## config.mk

```make
export PLATFORM = sky130hd
export DESIGN_NAME = player_link_tx
export DESIGN_NICKNAME = d
export VERILOG_FILES = /design/src/rtl/player_link_tx.sv
export SDC_FILE = /design/constraint.sdc
export NUM_CORES = 1
export LEC_CHECK = 0
export BUFFER_PORTS_ARGS = -buffer_cell sky130_fd_sc_hd__buf_4
export CELL_PAD_IN_SITES_DETAIL_PLACEMENT = 1
export CELL_PAD_IN_SITES_GLOBAL_PLACEMENT = 2
export CORE_ASPECT_RATIO = 1.5
export CORE_MARGIN = 5
export CORE_UTILIZATION = 41
export DETAILED_ROUTE_END_ITERATION = 16
export HOLD_SLACK_MARGIN = 0.06
export PLACE_DENSITY = 0.91
export SLEW_MARGIN = 20
export SYNTH_ARGS = -nofsm -noshare
export SYNTH_HDL_FRONTEND = slang
export SYNTH_SLANG_ARGS = --single-unit
export TNS_END_PERCENT = 20
```

## constraint.sdc

```tcl
create_clock -name clk -period 3.2 [get_ports clk]
set_clock_uncertainty 0.15 [all_clocks]
set_input_delay 0.32 -clock clk [delete_from_list [all_inputs] [get_ports clk]]
set_output_delay 0.32 -clock clk [all_outputs]
set_load 0.02 [all_outputs]
```

## src/rtl/player_link_tx.sv

```systemverilog
// Serial transmitter for the inter-board player link: frames a 16-bit payload
// (x position, game state, start request, even parity) as start/data/stop bits.
module player_link_tx #(
   parameter int unsigned CLK_DIV = 650
) (
   input  logic        clk,
   input  logic        rst,
   input  logic        tx_valid,
   input  logic [11:0] xpos_player,
   input  logic [1:0]  game_state,   // g_state code: START=0, LEVEL_1=1, FINISH=2
   input  logic        start_req,
   output logic        tx_ready,
   output logic        gpio_tx,
   output logic        frame_done
);

   localparam logic [15:0] RELOAD = 16'(CLK_DIV - 1);

   typedef enum logic [1:0] {
      IDLE      = 2'd0,
      START_BIT = 2'd1,
      DATA      = 2'd2,
      STOP_BIT  = 2'd3
   } state_t;

   state_t      state;
   state_t      state_nx;
   logic [15:0] cnt;
   logic [3:0]  bit_idx;
   logic [15:0] shreg;
   logic [15:0] payload;
   logic        bit_end;
   logic        accept;
   logic        gpio_nx;
   logic        done_nx;

   always_comb begin
      payload[14:0] = {start_req, game_state, xpos_player};
      payload[15]   = ^payload[14:0];
      bit_end       = (cnt == '0);
      accept        = (state == IDLE) && tx_valid;
      tx_ready      = (state == IDLE);
   end

   // State register plus bit timer and shift register
   always_ff @(posedge clk or posedge rst) begin
      if (rst) begin
         state      <= IDLE;
         cnt        <= '0;
         bit_idx    <= '0;
         shreg      <= '0;
         gpio_tx    <= 1'b1;
         frame_done <= 1'b0;
      end else begin
         state      <= state_nx;
         gpio_tx    <= gpio_nx;
         frame_done <= done_nx;

         if (state_nx == IDLE)
            cnt <= '0;
         else if (state == IDLE || bit_end)
            cnt <= RELOAD;
         else
            cnt <= cnt - 16'd1;

         if (accept) begin
            shreg   <= payload;
            bit_idx <= '0;
         end else if (state == DATA && bit_end && bit_idx != 4'd15) begin
            shreg   <= {1'b0, shreg[15:1]};
            bit_idx <= bit_idx + 4'd1;
         end
      end
   end

   always_comb begin
      state_nx = state;
      case (state)
         IDLE:      if (tx_valid) state_nx = START_BIT;
         START_BIT: if (bit_end) state_nx = DATA;
         DATA:      if (bit_end && bit_idx == 4'd15) state_nx = STOP_BIT;
         STOP_BIT:  if (bit_end) state_nx = IDLE;
         default:   state_nx = IDLE;
      endcase
   end

   // shreg[0] is the bit on the line during DATA; at a bit boundary the next
   // bit is shreg[1] since the shift lands on the same edge as gpio_tx.
   always_comb begin
      gpio_nx = 1'b1;
      done_nx = (state == STOP_BIT) && (state_nx == IDLE);
      case (state_nx)
         START_BIT: gpio_nx = 1'b0;
         DATA:      gpio_nx = (state == DATA && bit_end) ? shreg[1] : shreg[0];
         default:   gpio_nx = 1'b1;
      endcase
   end

endmodule

```

==> flow_summary.json, run 1 <==
{
  "antenna_left": 0,
  "arrival_ns": 2.25,
  "crit_buf_inv": 0,
  "rsz0062_at_grt": "false",
  "internal_power_w": 0.00120,
  "p_total_w": 0.00193,
  "drv_slew": 0,
  "syn_area_sq_um": 2180,
  "row_count": 32,
  "drtIter0Drc": 71,
  "yosys_warnings": 0,
  "grt_max_degree": 41,
  "required_ns": 3.20,
  "wl_mm": 4.67,
  "seq_area_sq_um": 1000,
  "tns_ns": 0,
  "synth.distinct_cells": 48,
  "wl_per_cell_um": 15.3,
  "ioPinCount": 21,
  "cts-root-buf": "clkbuf_8",
  "hpwlAfterDp_mm": 3.37,
  "vias_per_cell": 5.26,
  "drtPass1Iterations": 2,
  "drt_drc_violations_left": 0,
  "synth-edff-count": 0,
  "cts_tree": "yes",
  "fin_crit_sh_pct": 70.5,
  "core-area_sq_um": 5160,
  "multi_input_area_sq_um": 1080,
  "die-area_sq_um": 6910,
  "p_sw_w": 0.000729,
  "final_cell_mix": "39 x dfrtp_1, 34 x nand2_1, 21 x buf_4",
  "grt_overflow": 0,
  "slowest_delay_ns": 0.67,
  "leakage_nw": 1.07,
  "grt_first_pass_wirelength_mm": 8.36,
  "die_w_um": 69.6,
  "cts_buffer_depth": 2,
  "worst_slew_pin_slew_ns": 0.781,
  "clock-sinks": 40,
  "cts-buffers-inserted": 5,
  "num_vias": 1609,
  "cp_slowest_cell": "a21oi_2",
  "cts_max_level": 2,
  "start_util_pct": 42.2,
  "cp_top_family": "compound AO/OA/AOI/OAI gates",
  "grt_pass1_vias": 1823,
  "ir_drop_mv": 0.421,
  "synthCells": 217,
  "critPathKind": "register to register",
  "slew-limit-headroom_pct": 47.6,
  "ys.flop_type": "dfrtp_1",
  "track_usage_pct": 15.1,
  "p_sw_share_pct": 37.7,
  "clkTransAtPathRegs_ns": 0.08,
  "antenna_found_initial": 0,
  "combPwrFrac_pct": 33.5,
  "synth_seq_cells": 40,
  "cp_max_fo": 15,
  "hold_viol_final": 0,
  "ys_seq_area_share_pct": 45.9,
  "clock_latency_ns": 0.29,
  "power.density_nw_per_um2": 786,
  "p_clk_share_pct": 18.4,
  "start_kind": "register",
  "worst_hold_path_type": "primary input to register",
  "die_h_um": 99.4,
  "synth_nets": 237,
  "period_needed_ns": 2.25,
  "layout.nets": 257,
  "place_congestion": 0.747,
  "fmax_mhz": 444,
  "path_cells": "nor2_2 > and2_1 > a21oi_2 > a21oi_1",
  "port-buffer-count": 20,
  "setup_viol": 0,
  "hold-worst-slack_ns": 0.108,
  "avgSynthCellArea_sq_um": 10.1,
  "syn_to_final_growth_pct": 12.6,
  "drive_above_1_share_pct": 23.1,
  "diodes": 0,
  "layout_commonest_cell": "dfrtp_1",
  "maxCapViolations": 0,
  "status": "complete, no violations",
  "seq_power_share_pct": 48.1,
  "endpoint_kind": "register",
  "ys_async_sr_fraction_pct": 100,
  "n_fill_cell": 582
}
==> layout make-up <==
type / count / share of cell area (%)
tap: 68 / 3.46
timing repair buffer: 22 / 6.82
clock buffer: 7 / 3.51
inverter: 8 / 1.22
multi-input combinational: 160 / 43.9
clock inverter: 1 / 0.305
sequential: 40 / 40.8
==> synthesized netlist by cell type, types with 3 or more instances <==
master / count / area share, %
nor2b_1: 3 / 0.86
nor2_1: 16 / 2.8
nand2b_1: 3 / 0.86
o22ai_1: 5 / 1.4
a22oi_2: 9 / 5.2
buf_4: 3 / 1.0
o21ai_0: 4 / 0.92
nand2_1: 34 / 5.8
xor2_1: 9 / 3.6
dfrtp_1: 39 / 45
a21oi_1: 8 / 1.8
a21oi_2: 3 / 1.2
and3_1: 4 / 1.1
xnor2_1: 18 / 7.2
nor3_1: 6 / 1.4
nand3_1: 6 / 1.4
inv_1: 8 / 1.4
==> per-stage QoR <==
step	cell area [sq um]	util, %	setup WS [ns]	std cells
global route	2460	47.6	0.714	306
detailed placement	2350	45.6	0.911	297
floorplan	2180	-	1.43	217
global placement	2350	45.6	0.971	297
finish	2460	47.6	0.946	306
CTS	2460	47.6	0.869	306
==> worst register-to-register path: stages, from the launching register on <==
cell and delay (ns):
dfrtp_1 0.59, nor2_2 0.11, and2_1 0.41, a21oi_2 0.68, a21oi_1 0.17
==> power by group through the flow <==
| stage | Clock [W] | Combinational (W) | Sequential [W] |
|---|---|---|---|
| 6_report | 0.000356 | 0.000647 | 0.000929 |
| 4_1_cts | 0.000370 | 0.000660 | 0.000932 |
| 3_5_place_dp | 0 | 0.000653 | 0.000939 |
| 3_3_place_gp | 0 | 0.000626 | 0.000932 |
| 2_1_floorplan | 0 | 0.000527 | 0.000887 |
| 5_1_grt | 0.000390 | 0.000744 | 0.000966 |
==> repair_timing <==
item | in CTS | in global routing
setup buffers | 0 | 0
hold endpoints to repair | 39 | 0
resized for setup | 0 | 0
hold buffers | 1 | 0
==> registers in the layout, summed over array words and instances, names as in the netlist <==
signal      flops
frame_done      1
state           2
shreg          16
cnt            16
bit_idx         4
gpio_tx         1
==> cells by family (layout without fill, tap and decap cells) <==
group	Yosys count	in the layout	share of synthesized area, %
and+or+nand+nor	90	90	22.1
AOI/OAI and AO/OA	40	40	14.9
DFF	40	40	45.9
xor gates and xnor gates	27	27	10.8
buffers and inverters	17	38	4.64
adders and majority gates	2	2	1.15
muxes	1	1	0.459
==> metal layers <==
| layer | vias to the layer above | GRT usage [%] | share of wire, % |
|---|---|---|---|
| met4 | 0 | 6.32 | 1.9 |
| met1 | 802 | 17.1 | 42 |
| met2 | 23 | 27.7 | 54 |
| li1 | 778 | - | - |
| met5 | - | 0 | 0 |
| met3 | 6 | 2.53 | 2.5 |
==> path summary, 6_finish.rpt <==
path                           startpoint         to  slack [ns]  depth (start not counted)
setup / recovery                 state[1]  shreg[11]        0.95                          4
hold / removal             xpos_player[2]   shreg[2]        0.11                          3
min in group asynchronous             rst     cnt[7]        0.57                          4
setup reg to reg                 state[1]  shreg[11]        0.95                          4
hold reg to reg                  shreg[6]   shreg[5]        0.35                          2
max in group asynchronous             rst    gpio_tx        1.97                          4
No activity file was read; power rests on OpenSTA's default activity.
==> inputs of run 2 (changes only) <==
--- a/config.mk
+++ b/config.mk
@@ -10,10 +10,10 @@
 export CELL_PAD_IN_SITES_GLOBAL_PLACEMENT = 2
 export CORE_ASPECT_RATIO = 1.5
 export CORE_MARGIN = 5
-export CORE_UTILIZATION = 41
+export CORE_UTILIZATION = 38
 export DETAILED_ROUTE_END_ITERATION = 16
 export HOLD_SLACK_MARGIN = 0.06
-export PLACE_DENSITY = 0.91
+export PLACE_DENSITY = 0.85
 export SLEW_MARGIN = 20
 export SYNTH_ARGS = -nofsm -noshare
 export SYNTH_HDL_FRONTEND = slang
==> constraint.sdc (replaced) <==
create_clock -name clk -period 2.3 [get_ports clk]
set_clock_uncertainty 0.15 [all_clocks]
set_input_delay 0.23 -clock clk [delete_from_list [all_inputs] [get_ports clk]]
set_output_delay 0.23 -clock clk [all_outputs]
set_load 0.02 [all_outputs]
==> run 2 against run 1 <==
Net effect:
- first-iteration DRC count decreased by 52%
- critical path depth rose by 1
- routed wire length up 4.0%
- final area is 6.2% higher
- clock power up 34%
- sequential share of layout area is 2.4 points lower
- critical endpoint is now cnt[7]
- power increased by 41%
- sequential power is 40% higher
- fmax rose by 10%
- worst hold slack lost 0.042 ns
- cell count up 6.2%
- core utilization down 0.43 points
==> flow_summary.json, run 2 (synthesized netlist as in run 1, its figures left out) <==
{
  "setup_viol": 0,
  "worst_slew_pin_slew_ns": 0.518,
  "hold_viol_final": 0,
  "largestRegisters": "cnt: 16 flops, shreg: 16 flops, bit_idx: 4 flops",
  "tns_ns": 0,
  "hold-worst-slack_ns": 0.0664,
  "wl_per_cell_um": 14.9,
  "antenna_found_initial": 0,
  "cts_setup_buffers": 0,
  "cts_tree": "yes",
  "die-area_sq_um": 7390,
  "required_ns": 2.35,
  "die_w_um": 71.9,
  "routed.top_layer": "met4",
  "antenna_left": 0,
  "drv_slew": 0,
  "row_count": 33,
  "core-area_sq_um": 5530,
  "drive_above_1_share_pct": 23.9,
  "clock-sinks": 40,
  "worst_r2r_path_depth": 5,
  "clock_latency_ns": 0.28,
  "diodes": 0,
  "cts_max_level": 2,
  "slowest_delay_ns": 0.42,
  "layout_commonest_cell": "dfrtp_1",
  "place_congestion": 0.793,
  "hold_depth": 3,
  "worst_hold_path_type": "primary input to register",
  "track_usage_pct": 14.7,
  "ir_drop_mv": 0.490,
  "fmax_mhz": 489,
  "regToRegSetupSlack_ns": 0.25,
  "drt_drc_violations_left": 0,
  "period_needed_ns": 2.05,
  "drtIter0Drc": 34,
  "drtPass1Iterations": 3,
  "maxCapViolations": 0,
  "critPathKind": "register to register",
  "ioPinCount": 21,
  "fin_util_pct": 47.2,
  "final_cell_mix": "39 x dfrtp_1, 34 x nand2_1, 28 x buf_4",
  "port-buffer-count": 20,
  "crit_buf_inv": 0,
  "n_fill_cell": 641,
  "route.met2.wl_mm": 2.74,
  "wl_mm": 4.85,
  "num_vias": 1682,
  "vias_per_cell": 5.18,
  "r2r-end": "cnt[7]",
  "cts-root-buf": "clkbuf_8",
  "cp_top_family": "simple AND/OR/NAND/NOR gates",
  "syn_to_final_growth_pct": 19.6,
  "wl_met1_mm": 1.95,
  "clkTransAtPathRegs_ns": 0.08,
  "cp_slowest_cell": "dfrtp_1",
  "hp-start": "xpos_player[10]",
  "r2r_start": "cnt[9]",
  "cts_buffer_depth": 2,
  "rsz0062_at_grt": "false",
  "cts-buffers-inserted": 5,
  "p_total_w": 0.00273,
  "arrival_ns": 2.10,
  "grt_overflow": 0,
  "path_cells": "nor4_2 > and3_1 > and3_4 > o21ai_2 > a211oi_2",
  "min_to": "shreg[10]",
  "leakage_nw": 1.15,
  "start_kind": "register",
  "cp_max_fo": 7,
  "fin_crit_sh_pct": 89.0,
  "power.density_nw_per_um2": 1040,
  "dr_wl_met3_um": 124,
  "start_util_pct": 39.4,
  "status": "complete, no violations",
  "endpoint_kind": "register",
  "die_h_um": 103,
  "grt_max_degree": 41,
  "grt_pass1_vias": 1792,
  "hpwlAfterDp_mm": 3.65,
  "slew-limit-headroom_pct": 65.4,
  "grt_first_pass_wirelength_mm": 8.46,
  "layout.nets": 274
}
-- run 2: worst min-delay path, cell delays in order --
cell and delay, ns:
buf_4 0.09, a22oi_1 0.08, nand2_1 0.06
-- run 2: through the flow --
step           area [sq um]  worst slack (ns)  instances
2_1_floorplan          2180             0.528        217
3_3_place_gp           2410             0.345        306
3_5_place_dp           2410             0.284        306
4_1_cts                2610             0.264        325
5_1_grt                2610            0.0856        325
6_report               2610             0.254        325
-- run 2: how the worst max path moves through the flow --
stage	cells after the start	from	to	slack, ns
after global placement	7	cnt[0]	bit_idx[0]	0.34
final	5	cnt[9]	cnt[7]	0.25
after detailed placement	5	cnt[9]	bit_idx[0]	0.28
after floorplan	7	state[0]	shreg[6]	0.53
after CTS	5	cnt[9]	cnt[7]	0.26
after global routing	7	cnt[0]	cnt[7]	0.09
-- run 2: layout make-up --
| type | instances | area, sq um | area share [%] |
|---|---|---|---|
| Timing Repair Buffer | 39 | 320 | 12.3 |
| Tap cell | 70 | 87.6 | 3.36 |
| Sequential cell | 40 | 1000 | 38.4 |
| Inverter | 8 | 30.0 | 1.15 |
| Multi-Input combinational cell | 160 | 1080 | 41.3 |
| Clock buffer | 8 | 90.1 | 3.45 |
-- run 2: per-layer routing --
| layer | vias up | track usage (%) |
|---|---|---|
| met5 | - | 0 |
| met2 | 20 | 28.5 |
| met1 | 843 | 16.1 |
| met4 | 0 | 4.34 |
| met3 | 4 | 2.34 |
| li1 | 815 | - |
-- run 2: power by group --
| part | total (W) | internal, W | switching [W] | leakage [nW] |
|---|---|---|---|---|
| Sequential | 0.00130 | 0.00100 | 0.000302 | 0.499 |
| Combinational | 0.000945 | 0.000467 | 0.000477 | 0.607 |
| Clock | 0.000478 | 0.000245 | 0.000233 | 0.0455 |
| Total | 0.00273 | 0.00171 | 0.00101 | 1.15 |
-- run 2: repair_timing --
item / in CTS / in global routing
endpoints found under the hold margin: 49 / 0
hold buffers: 11 / 0
resized for setup: 0 / 0
